`src/rtl/multicycle_ctrl_fsm.sv`:
```
// Multi-cycle CPU control unit: owns the state register, sequences fetch/decode/execute/memory/writeback
// and decodes datapath strobes from state. Optional retired-instruction counter under PERF_CNT_EN.
module multicycle_ctrl_fsm #(
  parameter int OPC_W       = 6,
  parameter int MEM_TIMEOUT = 15,
  parameter int TO_W        = 4,
  parameter int CNT_W       = 16
) (
  input  logic             clk,
  input  logic             rst_n,
  input  logic [OPC_W-1:0] opcode,
  input  logic             flag_z,
  input  logic             flag_n,
  input  logic             mem_ready,
  output logic [4:0]       state,
  output logic             wpc,
  output logic             rpc,
  output logic             wmar,
  output logic             rmar,
  output logic             wmdr,
  output logic             rmdr,
  output logic             rm,
  output logic             wmem,
  output logic             wir,
  output logic             wreg,
  output logic             rreg,
  output logic [1:0]       reg_sel,
  output logic             wt,
  output logic             rt,
  output logic             ldf,
  output logic [2:0]       alu_op,
  output logic             halted,
  output logic             fault
`ifdef PERF_CNT_EN
  ,
  output logic [CNT_W-1:0] instr_cnt
`endif
);

  typedef enum logic [4:0] {
    S_FETCH0 = 5'd1,  S_FETCH1 = 5'd2,  S_FETCH2 = 5'd3,  S_DECODE = 5'd4,
    S_ALU    = 5'd5,  S_WB     = 5'd6,  S_ADDR   = 5'd7,  S_MEMRD  = 5'd8,
    S_LDWB   = 5'd9,  S_STMDR  = 5'd10, S_MEMWR  = 5'd11, S_BR     = 5'd12,
    S_HALT   = 5'd13, S_FAULT  = 5'd14
  } state_t;

  state_t           state_reg, state_next;
  logic [OPC_W-1:0] op_reg, op_next;
  logic [TO_W-1:0]  to_cnt_reg, to_cnt_next;
  logic             timeout_hit;
  logic             br_taken;

  // Expiry is judged on the cycle that would be the MEM_TIMEOUT-th wait without ready.
  assign timeout_hit = (to_cnt_reg == TO_W'(MEM_TIMEOUT - 1));
  assign state       = state_reg;

  always_comb begin
    unique case (op_reg[1:0])
      2'b00:   br_taken = 1'b1;
      2'b01:   br_taken = flag_z;
      2'b10:   br_taken = flag_n;
      default: br_taken = ~flag_z;
    endcase
  end

  always_ff @(posedge clk or negedge rst_n) begin
    if (!rst_n) begin
      state_reg  <= S_FETCH0;
      op_reg     <= '0;
      to_cnt_reg <= '0;
    end else begin
      state_reg  <= state_next;
      op_reg     <= op_next;
      to_cnt_reg <= to_cnt_next;
    end
  end

  always_comb begin
    state_next  = state_reg;
    op_next     = op_reg;
    to_cnt_next = '0;
    wpc = 1'b0; rpc = 1'b0; wmar = 1'b0; rmar = 1'b0;
    wmdr = 1'b0; rmdr = 1'b0; rm = 1'b0; wmem = 1'b0;
    wir = 1'b0; wreg = 1'b0; rreg = 1'b0; reg_sel = 2'b00;
    wt = 1'b0; rt = 1'b0; ldf = 1'b0; alu_op = 3'b101;
    halted = 1'b0; fault = 1'b0;
    case (state_reg)
      S_FETCH0: begin
        rpc = 1'b1; wmar = 1'b1;
        state_next = S_FETCH1;
      end
      S_FETCH1: begin
        rmar = 1'b1; rm = 1'b1;
        if (mem_ready) begin
          wmdr = 1'b1;
          state_next = S_FETCH2;
        end else if (timeout_hit) begin
          state_next = S_FAULT;
        end else begin
          to_cnt_next = to_cnt_reg + 1'b1;
        end
      end
      S_FETCH2: begin
        rmdr = 1'b1; wir = 1'b1; rpc = 1'b1; alu_op = 3'b100; wpc = 1'b1;
        state_next = S_DECODE;
      end
      S_DECODE: begin
        rreg = 1'b1; wt = 1'b1;
        op_next = opcode;
        unique case (opcode[OPC_W-1:OPC_W-2])
          2'b00:   state_next = S_ALU;
          2'b01:   state_next = S_ADDR;
          2'b10:   state_next = S_BR;
          default: state_next = (&opcode) ? S_HALT : S_FETCH0;
        endcase
      end
      S_ALU: begin
        rt = 1'b1; rreg = 1'b1; reg_sel = 2'b01; alu_op = op_reg[2:0]; ldf = 1'b1;
        state_next = S_WB;
      end
      S_WB: begin
        wreg = 1'b1; reg_sel = 2'b01;
        state_next = S_FETCH0;
      end
      S_ADDR: begin
        rt = 1'b1; wmar = 1'b1;
        state_next = op_reg[3] ? S_STMDR : S_MEMRD;
      end
      S_MEMRD: begin
        rmar = 1'b1; rm = 1'b1;
        if (mem_ready) begin
          wmdr = 1'b1;
          state_next = S_LDWB;
        end else if (timeout_hit) begin
          state_next = S_FAULT;
        end else begin
          to_cnt_next = to_cnt_reg + 1'b1;
        end
      end
      S_LDWB: begin
        rmdr = 1'b1; wreg = 1'b1; reg_sel = 2'b01;
        state_next = S_FETCH0;
      end
      S_STMDR: begin
        rreg = 1'b1; reg_sel = 2'b01; wmdr = 1'b1;
        state_next = S_MEMWR;
      end
      S_MEMWR: begin
        rmar = 1'b1; rmdr = 1'b1; wmem = 1'b1;
        if (mem_ready) begin
          state_next = S_FETCH0;
        end else if (timeout_hit) begin
          state_next = S_FAULT;
        end else begin
          to_cnt_next = to_cnt_reg + 1'b1;
        end
      end
      S_BR: begin
        // Taken branch adds the T offset to PC; untaken simply refetches.
        if (br_taken) begin
          rpc = 1'b1; rt = 1'b1; alu_op = 3'b000; wpc = 1'b1;
        end
        state_next = S_FETCH0;
      end
      S_HALT:  halted = 1'b1;
      S_FAULT: fault = 1'b1;
      default: state_next = S_FAULT;
    endcase
  end

`ifdef PERF_CNT_EN
  logic retire;
  assign retire = (state_next == S_FETCH0) &&
                  (state_reg == S_WB || state_reg == S_LDWB || state_reg == S_MEMWR ||
                   state_reg == S_BR || state_reg == S_DECODE);

  always_ff @(posedge clk or negedge rst_n) begin
    if (!rst_n)      instr_cnt <= '0;
    else if (retire) instr_cnt <= instr_cnt + 1'b1;
  end
`endif

endmodule

```
`config.mk`:
```
export PLATFORM = sky130hd
export DESIGN_NAME = multicycle_ctrl_fsm
export DESIGN_NICKNAME = d
export VERILOG_FILES = /design/src/rtl/multicycle_ctrl_fsm.sv
export SDC_FILE = /design/constraint.sdc
export NUM_CORES = 1
export LEC_CHECK = 0
export BUFFER_PORTS_ARGS = -buffer_cell sky130_fd_sc_hd__buf_2
export CAP_MARGIN = 20
export CORE_UTILIZATION = 48
export CTS_CLUSTER_SIZE = 30
export DETAILED_ROUTE_END_ITERATION = 16
export PLACE_DENSITY = 0.87
export SLEW_MARGIN = 15
export SYNTH_ARGS = -nofsm -noshare
export SYNTH_HDL_FRONTEND = slang
export SYNTH_SLANG_ARGS = --single-unit
```
`constraint.sdc`:
```
create_clock -name clk -period 1.7 [get_ports clk]
set_input_delay 0.34 -clock clk [delete_from_list [all_inputs] [get_ports clk]]
set_output_delay 0.34 -clock clk [all_outputs]
set_load 0.05 [all_outputs]
```
==> metrics.md, run 1 <==
| Metric | Value |
|---|---|
| Top cells by count, synth | nor2_1, dfrtp_1, a21oi_1, inv_1, nor3_1 |
| Yosys warns | 0 |
| Root buffer cell | clkbuf_4 |
| Post-synth EDFFs | 0 |
| Seq/Total Area, Yosys | 29.52% |
| WEP type | top-level output |
| Largest area contributor in the netlist | dfrtp_1 |
| Post-DP HPWL | 2558 um |
| Top_reg_cell synth | dfrtp_1 |
| Longest Clk Path Bufs | 2 |
| Area contributors post-synth | dfrtp_1, mux2_4, nor2_1, nand2b_1, a21oi_1 |
| Async SR Flop Fraction | 100.0% |
| IO Count | 37 |
| Post-synthesis cell area | 1106 um2 |
| Synth Area in XOR/XNOR | 2.376% |
| Area share of the largest cell type after synthesis | 27.15% |
| Compound-Gate Fraction of Synth Area | 22.74% |
| Die outline width | 50.01 um |
| Initial Util | 50.49% |
| Post-GRT worst EP | alu_op[0] |
| Count of cell types in the netlist | 46 |
| Largest net degree at the start of global routing | 14 |
| FP Rows | 17 |
| Number of buffers added on ports | 35 |
| Last stage reached | global routing (5_1_grt) |
| Htree depth | 1 |
| Synth Area in Adders | 2.262% |
| First error | [ERROR DPL-0038] Utilization greater than 100%, impossible to legalize |
| Clock Sinks | 13 |
| Avg Cell Area, Syn | 8.015 um2 |
| GPL Wtd Cong | 0.9633 |
| Cts bufs inserted | 3 |
| Status | did not finish |
| Post-synthesis register bit count | 13 |
| Top-count cell post-synth | nor2_1 |
| Synthesized instance count | 138 |
| Largest family of logic cells by synthesized area | simple AND/OR/NAND/NOR gates |
| Die H | 50.01 um |
| Simple-gate portion of the synthesized area | 27.04% |
| Post-synthesis mux area share | 6.335% |
==> timing repair <==
action,in CTS
buffers inserted,5
endpoints found under the hold margin,12
hold buffers,1
gates resized for setup,62
endpoints found under the setup margin,32
pin swaps,13
==> per-stage QoR <==
step | cell area (um2) | worst slack [ns] | instances | setup TNS, ns
after global placement | 1645 | -0.2147 | 216 | -1.739
after floorplan | 1330 | -0.7023 | 139 | -5.217
after detailed placement | 1645 | -0.2575 | 216 | -2.842
after CTS | 1968 | -0.4024 | 226 | -6.346
==> cell families after synthesis <==
group,after synthesis
and+or+nand+nor,58
AOI/OAI and AO/OA,35
buffers and inverters,21
DFF,13
muxes,5
xor gates and xnor gates,3
adders and majority gates,2
other,1
==> inputs of run 2 (changes only) <==
--- a/config.mk
+++ b/config.mk
@@ -7,10 +7,10 @@
 export LEC_CHECK = 0
 export BUFFER_PORTS_ARGS = -buffer_cell sky130_fd_sc_hd__buf_2
 export CAP_MARGIN = 20
-export CORE_UTILIZATION = 48
-export CTS_CLUSTER_SIZE = 30
+export CORE_AREA = 2 2 63 65
 export DETAILED_ROUTE_END_ITERATION = 16
-export PLACE_DENSITY = 0.87
+export DIE_AREA = 0 0 65 67
+export PLACE_DENSITY_LB_ADDON = 0.15
 export SLEW_MARGIN = 15
 export SYNTH_ARGS = -nofsm -noshare
 export SYNTH_HDL_FRONTEND = slang
==> run 2 against run 1 <==
The flow now finishes, with violations (setup timing). Synthesized cell count is the same. Synthesized area is the same.
==> metrics.md, run 2 <==
| Metric | Value |
|---|---|
| Longest Clk Path Bufs | 2 |
| DRT Pass-1 Iters | 4 |
| Root buffer cell | clkbuf_8 |
| Count of cell types in the netlist | 46 |
| FF/Latch Area | 335.3 um2 |
| Part of the power in registers | 16.1% |
| Largest net degree at the start of global routing | 16 |
| Power per standard cell area | 1501 nW/um2 |
| Final Hold Vio Count | 0 |
| Cell Area, Placed | 1688 um2 |
| Pre-CTS setup slack | -0.2513 ns |
| Tcrit/Tclk final | 120.3% |
| Avg Cell Area, Syn | 8.015 um2 |
| Routed wire length | 3676 um |
| Final Non-Filler Cells | 257 |
| Placed Cells | 240 |
| Number of flip-flops in the largest register | 5 |
| Detail Route Antenna Nets | 0 |
| Post-DR vias/cell | 5.019 |
| Area of the multi-input gates | 964.7 um2 |
| Clock skew | 0.002058 ns |
| Number of buffers added on ports | 35 |
| Clock Latency Late Sink | 0.24 ns |
| Grt total ovfl | 0 |
| Die H | 67 um |
| Seq/Total Area, Yosys | 29.52% |
| Post-synthesis cell area | 1106 um2 |
| Initial antenna violation count | 0 |
| Minimum clock period | 2.046 ns |
| Worst path required time | 1.36 ns |
| Commonest non-fill, non-tap cell in the layout | buf_4 |
| Total GRT Usage | 16.88% |
| Die outline width | 65 um |
| Area growth syn-to-layout | 95.25% |
| Drt drc | 0 |
| Area contributors post-synth | dfrtp_1, mux2_4, nor2_1, nand2b_1, a21oi_1 |
| Initial Util | 30.67% |
| Leakage Power | 0.9344 nW |
| Total die area | 4355 um2 |
| CP arrival | 1.71 ns |
| Final Max Slew Viols | 0 |
| Top_reg_cell synth | dfrtp_1 |
| CP cell instances | or2_4, o21ba_4, nand3_4, a22o_4, buf_8 |
| First-pass GRT wire length | 5740 um |
| Nets | 223 |
| Async SR Flop Fraction | 100.0% |
| Clock transition at path regs | 0.05 ns |
| CP delay by family, top | flip-flops |
| Top cells by count, synth | nor2_1, dfrtp_1, a21oi_1, inv_1, nor3_1 |
| CTS tree | built |
| Share of cells above drive strength 1 | 62.20% |
| RSZ-0062 raised after global routing | true |
| Stages on worst setup path | 5 |
| Worst path bufs/invs | 1 |
| Routed WL per cell | 14.30 um |
| Failing checks | setup timing |
| Htree depth | 1 |
| Fmax | 488.8 MHz |
| Clock Sinks | 13 |
| Sw frac | 48.97% |
| Maximum VDD drop | 0.7680 mV |
| Status | complete, but fails checks |
| Finish-stage setup viols | 29 |
| Yosys warns | 0 |
| DRT iter0 DRCs | 37 |
| Core footprint | 3606 um2 |
| Top-count cell post-synth | nor2_1 |
| Post-synthesis register bit count | 13 |
| Vias in the first global route | 1208 |
| Post-synth EDFFs | 0 |
| IO Count | 37 |
| CP max FO | 5 |
| Synthesized instance count | 138 |
| CP Capture Type | output port |
| Fin area | 2160 um2 |
| Antenna diodes | 0 |
| Fill cells | 299 |
| Fin util | 59.89% |
| R2r setup slk | -0.05 ns |
| Largest area contributor in the netlist | dfrtp_1 |
| Internal | 0.001654 W |
| Comb power frac | 75.4% |
| Worst setup SP type | flip-flop |
| Area share of the largest cell type after synthesis | 27.15% |
| R2R depth | 5 |
| Post-DP HPWL | 2575 um |
| Hold path depth | 2 |
| Most frequent cells in the layout | buf_4, buf_6, buf_2 |
| Worst hold path class | input pin to flip-flop |
| Slowest-stage cell, CP | dfstp_4 |
| Cts bufs inserted | 3 |
| GPL Wtd Cong | 0.8376 |
| FP Rows | 22 |
| Switching power | 0.001587 W |
| Clock group share of total power | 8.4% |
| Final worst slack | -0.3457 ns |
| CP Class | flip-flop to output port |
| Vias | 1290 |
| CP max stage delay | 0.49 ns |
| Max-cap violation count | 0 |
run 2: cell counts after synthesis:
Identical to the previous run, type by type.
run 2: layout make-up:
class / count / share of cell area (%)
multi-input cells: 105 / 44.67
repair buffers: 79 / 33.26
flip-flops and latches: 13 / 15.53
well taps: 48 / 2.781
clock buffers: 4 / 2.086
inverters: 8 / 1.680
run 2: path summary, 6_finish.rpt:
path                                         startpoint                 endpoint
worst min register to register  to_cnt_reg[0]$_DFF_PN0_  to_cnt_reg[0]$_DFF_PN0_
worst max-delay path               state[0]$_DFFE_PN1N_                alu_op[0]
worst max register to register     state[0]$_DFFE_PN1N_    op_reg[3]$_DFFE_PN0P_
min in group asynchronous                         rst_n  to_cnt_reg[0]$_DFF_PN0_
worst min-delay path                          opcode[2]    op_reg[2]$_DFFE_PN0P_
max in group asynchronous                         rst_n     state[0]$_DFFE_PN1N_
run 2: metrics by stage:
step | hold WS (ns) | setup TNS [ns] | power, W
floorplan | 0.04441 | -5.217 | 0.001912
global placement | 0.2404 | -2.185 | 0.002417
detailed placement | 0.2441 | -2.410 | 0.002431
CTS | 0.3502 | -4.912 | 0.002951
global route | 0.3515 | -6.316 | 0.003420
finish | 0.3507 | -4.529 | 0.003241
run 2: power groups by stage:
| stage | registers (W) | logic, W | clock network, W |
|---|---|---|---|
| after global routing | 0.000542 | 0.00259 | 0.000294 |
| after floorplan | 0.000642 | 0.00127 | 0 |
| after detailed placement | 0.000518 | 0.00191 | 0 |
| final | 0.000523 | 0.00245 | 0.000273 |
| after CTS | 0.000515 | 0.00216 | 0.000277 |
| after global placement | 0.000512 | 0.00190 | 0 |
run 2: worst reg2reg max path, cell delays in order, from the launching register on:
cell	delay [ns]
dfstp_4	0.49
or2_4	0.24
buf_6	0.12
or3_4	0.34
buf_6	0.15
mux2_4	0.29
run 2: per-layer routing:
layer | up-vias | GRT usage (%) | share of wire [%]
met1 | 623 | 23.26 | 45
li1 | 638 | - | -
met3 | 4 | 1.689 | 3.1
met2 | 25 | 28.74 | 51
met5 | - | 0 | 0
met4 | 0 | 3.191 | 0.84
run 2: kinds of logic after synthesis:
group                    after synthesis  share of synthesized area, %
buffers and inverters                 21                         9.389
multiplexers                           5                         6.335
AND/OR/NAND/NOR                       58                         27.04
XOR/XNOR                               3                         2.376
flip-flops                            13                         29.53
adder cells (fa/ha/maj)                2                         2.262
other                                  1                        0.3390
AO/OA/AOI/OAI                         35                         22.74
run 2: repair_timing:
action                                 4_1_cts  5_1_grt
pin swaps                                    5       12
endpoints found under the hold margin       12        0
hold buffers                                 1        0
setup buffers                                5        7
setup endpoints to repair                   30       32
resized for setup                           60       30
Note: power is estimated with default switching activity, not from simulation.
==> inputs of run 3 (changes only) <==
--- a/config.mk
+++ b/config.mk
@@ -11,6 +11,7 @@
 export DETAILED_ROUTE_END_ITERATION = 16
 export DIE_AREA = 0 0 65 67
 export PLACE_DENSITY_LB_ADDON = 0.15
+export SETUP_SLACK_MARGIN = 0.05
 export SLEW_MARGIN = 15
 export SYNTH_ARGS = -nofsm -noshare
 export SYNTH_HDL_FRONTEND = slang
==> run 3 against run 2 <==
The run still ends with setup timing left. Clock skew increased by 0.0017 ns. Worst setup slack improved by 0.0061 ns. Critical endpoint is now wt. Design area increased by 5.3%. Final cell count increased by 5.4%. Combinational power increased by 7%. Worst hold slack got worse by 0.0043 ns.
==> metrics.md, run 3 (synthesis results as in run 2) <==
| Metric | Value |
|---|---|
| Failing checks | setup timing |
| Grt total ovfl | 0 |
| Status | complete, but fails checks |
| Max-cap violation count | 0 |
| Post-DR vias/cell | 4.956 |
| Clock transition at path regs | 0.05 ns |
| Minimum clock period | 2.040 ns |
| Longest Clk Path Bufs | 2 |
| Antenna diodes | 0 |
| Routed wire length | 3821 um |
| Finish-stage setup viols | 29 |
| Final hold slack | 0.3464 ns |
| Clock Sinks | 13 |
| Detail Route Antenna Nets | 0 |
| Share of cells above drive strength 1 | 65.92% |
| Routed WL per cell | 14.10 um |
| FP Rows | 22 |
| Leakage Power | 1.019 nW |
| Fin area | 2275 um2 |
| CP cell instances | or2_1, buf_6, or3_4, clkinvlp_4, buf_8 |
| Fill cells | 297 |
| Final Non-Filler Cells | 271 |
| Commonest non-fill, non-tap cell in the layout | buf_4 |
| CP max stage delay | 0.48 ns |
| Fmax | 490.3 MHz |
| CTS tree | built |
| GPL Wtd Cong | 0.8165 |
| Tcrit/Tclk final | 120.0% |
| Drt drc | 0 |
| IO Count | 37 |
| Maximum VDD drop | 0.7786 mV |
| Area growth syn-to-layout | 105.7% |
| Clock skew | 0.003725 ns |
| Worst hold path class | input pin to flip-flop |
| Nets | 237 |
| Worst setup SP type | flip-flop |
| Vias | 1343 |
| Placed Cells | 248 |
| Final Hold Vio Count | 0 |
| Most frequent cells in the layout | buf_4, buf_6, buf_2 |
| Final worst slack | -0.3397 ns |
| CP Capture Type | output port |
| Vias in the first global route | 1330 |
| Die H | 67 um |
| CP arrival | 1.70 ns |
| Core footprint | 3606 um2 |
| Clock Latency Late Sink | 0.24 ns |
| Post-DP HPWL | 2755 um |
| Number of flip-flops in the largest register | 5 |
| DRT iter0 DRCs | 40 |
| CP Class | flip-flop to output port |
| Worst path required time | 1.36 ns |
| Fin util | 63.08% |
| Number of buffers added on ports | 35 |
| First-pass GRT wire length | 6285 um |
| Power per standard cell area | 1501 nW/um2 |
| CP max FO | 4 |
| Htree depth | 1 |
| Root buffer cell | clkbuf_8 |
| Largest net degree at the start of global routing | 16 |
| Total die area | 4355 um2 |
| Initial Util | 30.67% |
| Cts bufs inserted | 3 |
| RSZ-0062 raised after global routing | true |
| DRT Pass-1 Iters | 4 |
| Die outline width | 65 um |
| Initial antenna violation count | 0 |
| Total GRT Usage | 18.84% |
| Slowest-stage cell, CP | dfstp_4 |
| Final Max Slew Viols | 0 |
| Cell Area, Placed | 1773 um2 |
run 3: per-stage QoR:
| step | power (W) | setup slack (ns) | setup TNS (ns) |
|---|---|---|---|
| 3_3_place_gp | 0.002550 | -0.2286 | -2.596 |
| 5_1_grt | 0.003621 | -0.3800 | -7.367 |
| 3_5_place_dp | 0.002573 | -0.2509 | -2.856 |
| 2_1_floorplan | 0.001911 | -0.7023 | -5.216 |
| 6_report | 0.003415 | -0.3397 | -5.571 |
| 4_1_cts | 0.003131 | -0.3618 | -5.833 |
run 3: cell type report:
cell class	count	area, um2	area share (%)
clock buffer	4	45.04	1.980
multi-input combinational	105	967.2	42.52
timing repair buffer	93	833.3	36.63
tap	48	60.06	2.640
inverter	8	33.78	1.485
sequential	13	335.3	14.74
run 3: critical path: cells and delay by family, from the launching register on:
family | cells | cell delay (ns)
simple gates | 2 | 0.61
flops | 1 | 0.48
buf+inv | 3 | 0.36
run 3: final timing paths:
| path | start | endpoint | slack, ns | cells past startpoint |
|---|---|---|---|---|
| min reg2reg | to_cnt_reg[0]$_DFF_PN0_ | to_cnt_reg[0]$_DFF_PN0_ | 0.49 | 1 |
| min | opcode[0] | op_reg[0]$_DFFE_PN0P_ | 0.35 | 2 |
| max reg2reg | state[0]$_DFFE_PN1N_ | op_reg[3]$_DFFE_PN0P_ | -0.21 | 6 |
| max in group asynchronous | rst_n | state[0]$_DFFE_PN1N_ | 0.92 | 2 |
| min in group asynchronous | rst_n | to_cnt_reg[0]$_DFF_PN0_ | 0.51 | 2 |
| max | state[0]$_DFFE_PN1N_ | wt | -0.34 | 5 |
run 3: power by group:
part / internal [W] / leakage [nW] / switching, W
sequential: 0.000418 / 0.152 / 0.0000977
clock: 0.000165 / 0.0228 / 0.000109
combinational: 0.00121 / 0.845 / 0.00141
total: 0.00180 / 1.02 / 0.00162
run 3: metal layers:
layer  track usage, %  up-vias  wire, um
li1                 -      665         -
met5                0        -         0
met4            7.979        0        48
met2            33.12       27      2042
met1            23.30      645      1634
met3            2.027        6        96
run 3: timing repair:
action	4_1_cts	5_1_grt
endpoints found under the hold margin	12	0
cloned	0	0
pin swaps	8	12
hold buffers	1	0
endpoints found under the setup margin	32	32
resized for setup	66	22
buffers inserted	4	16
==> inputs of run 4 (changes only) <==
--- a/config.mk
+++ b/config.mk
@@ -7,9 +7,9 @@
 export LEC_CHECK = 0
 export BUFFER_PORTS_ARGS = -buffer_cell sky130_fd_sc_hd__buf_2
 export CAP_MARGIN = 20
-export CORE_AREA = 2 2 63 65
+export CORE_UTILIZATION = 25
+export CTS_BUF_LIST = sky130_fd_sc_hd__clkbuf_16
 export DETAILED_ROUTE_END_ITERATION = 16
-export DIE_AREA = 0 0 65 67
 export PLACE_DENSITY_LB_ADDON = 0.15
 export SETUP_SLACK_MARGIN = 0.05
 export SLEW_MARGIN = 15
==> run 4 against run 3 <==
The flow still finishes with violations (setup timing). Largest cell class unchanged. Clock power up 58%. Combinational power decreased by 6%. Maximum frequency down 2.2%. Worst setup slack got worse by 0.046 ns. First-iteration DRC count increased by 23%.
==> metrics.md, run 4 (synthesis results as in run 2) <==
| Metric | Value |
|---|---|
| Maximum VDD drop | 0.7463 mV |
| Fill cells | 373 |
| Total die area | 4694 um2 |
| Post-DP HPWL | 2732 um |
| IO Count | 37 |
| Detail Route Antenna Nets | 0 |
| Area growth syn-to-layout | 97.28% |
| Number of flip-flops in the largest register | 5 |
| Longest Clk Path Bufs | 2 |
| Commonest non-fill, non-tap cell in the layout | buf_4 |
| Clock Latency Late Sink | 0.24 ns |
| Routed wire length | 3710 um |
| Final worst slack | -0.3854 ns |
| Worst setup SP type | flip-flop |
| Largest net degree at the start of global routing | 15 |
| Fin util | 53.03% |
| Die H | 68.52 um |
| Tcrit/Tclk final | 122.7% |
| Power per standard cell area | 1579 nW/um2 |
| Drt drc | 0 |
| Worst path required time | 1.36 ns |
| Die outline width | 68.52 um |
| Area of the multi-input gates | 954.7 um2 |
| Clock Sinks | 13 |
| First-pass GRT wire length | 5658 um |
| Status | complete, but fails checks |
| Fin Setup TNS | -4.896 ns |
| Finish-stage setup viols | 26 |
| GPL Wtd Cong | 0.7918 |
| DRT Pass-1 Iters | 4 |
| Share of cells above drive strength 1 | 63.64% |
| Max-cap violation count | 0 |
| CTS tree | built |
| Minimum clock period | 2.085 ns |
| FP Rows | 23 |
| Grt total ovfl | 0 |
| Failing checks | setup timing |
| Total GRT Usage | 16.42% |
| Htree depth | 1 |
| Antenna diodes | 0 |
| Routed WL per cell | 14.32 um |
| Final Hold Vio Count | 0 |
| Fmax | 479.5 MHz |
| RSZ-0062 raised after global routing | true |
| CP Capture Type | output port |
| CP Class | flip-flop to output port |
| Final Max Slew Viols | 0 |
| CP max FO | 3 |
| Leakage Power | 0.9581 nW |
| Worst hold path class | input pin to flip-flop |
| Initial antenna violation count | 0 |
| Pre-CTS setup slack | -0.2511 ns |
| CP arrival | 1.75 ns |
| Final hold slack | 0.3540 ns |
| Cts bufs inserted | 3 |
| Number of buffers added on ports | 35 |
| Post-DR vias/cell | 4.969 |
| FF/Latch Area | 335.3 um2 |
| DRT iter0 DRCs | 49 |
| Clock transition at path regs | 0.04 ns |
| Most frequent cells in the layout | buf_4, buf_6, buf_2 |
| Vias | 1287 |
| Vias in the first global route | 1180 |
| Nets | 223 |
| Clock skew | 0.002644 ns |
| Core footprint | 4115 um2 |
| Root buffer cell | clkbuf_16 |
| Initial Util | 26.88% |
[run 4: cell types whose count changed in the layout (fill, tap and decap cells not counted), moves of 2 or more]
cell	before	now
buf_6	22	19
clkbuf_8	3	0
buf_4	46	35
clkbuf_16	0	3
nor2_2	2	4
[run 4: final timing paths]
path | startpoint | end | slack [ns] | cells past startpoint
max in group asynchronous | rst_n | state[0]$_DFFE_PN1N_ | 0.89 | 2
worst min-delay path | opcode[0] | op_reg[0]$_DFFE_PN0P_ | 0.35 | 2
worst max register to register | state[0]$_DFFE_PN1N_ | op_reg[3]$_DFFE_PN0P_ | -0.07 | 5
worst min register to register | to_cnt_reg[0]$_DFF_PN0_ | to_cnt_reg[0]$_DFF_PN0_ | 0.49 | 1
worst max-delay path | state[0]$_DFFE_PN1N_ | alu_op[0] | -0.39 | 6
min in group asynchronous | rst_n | op_reg[2]$_DFFE_PN0P_ | 0.52 | 2
[run 4: worst max-delay path: stages, from the launching register on]
cell and delay, ns:
dfstp_4 0.64, buf_12 0.11, nand2_4 0.05, nor4_4 0.23
nor2_1 0.10, a22o_4 0.23, buf_8 0.14
[run 4: cell type report]
| type | count | area share (%) |
|---|---|---|
| Timing Repair Buffer | 79 | 32.86 |
| Clock buffer | 3 | 3.440 |
| Tap cell | 50 | 2.867 |
| Inverter | 8 | 1.548 |
| Multi-Input combinational cell | 105 | 43.75 |
| Clock inverter | 1 | 0.1720 |
| Sequential cell | 13 | 15.37 |
[run 4: power breakdown]
part / switching (W) / total (W) / internal, W
registers: 0.000117 / 0.000536 / 0.000419
logic: 0.00135 / 0.00248 / 0.00113
clock network: 0.000124 / 0.000433 / 0.000310
total: 0.00159 / 0.00345 / 0.00186
[run 4: metal layers]
layer	track usage (%)	routed length, um	vias up	part of all wire, %
met5	0	0	-	0
met3	2.138	91	2	2.5
met1	22.16	1732	631	47
met4	7.292	35	0	0.94
met2	25.98	1851	20	50
li1	-	-	634	-
[run 4: through the flow]
stage | total power [W] | instance area, um2 | cells
floorplan | 0.001911 | 1330 | 139
global placement | 0.002545 | 1745 | 246
detailed placement | 0.002563 | 1745 | 246
CTS | 0.003308 | 2087 | 255
global route | 0.003657 | 2182 | 259
finish | 0.003446 | 2182 | 259
[run 4: what timing repair did]
action | in CTS | in global routing
resized for setup | 64 | 18
hold buffers | 1 | 0
endpoints found under the setup margin | 32 | 32
pin swaps | 7 | 5
buffers inserted | 4 | 5
hold endpoints to repair | 11 | 0
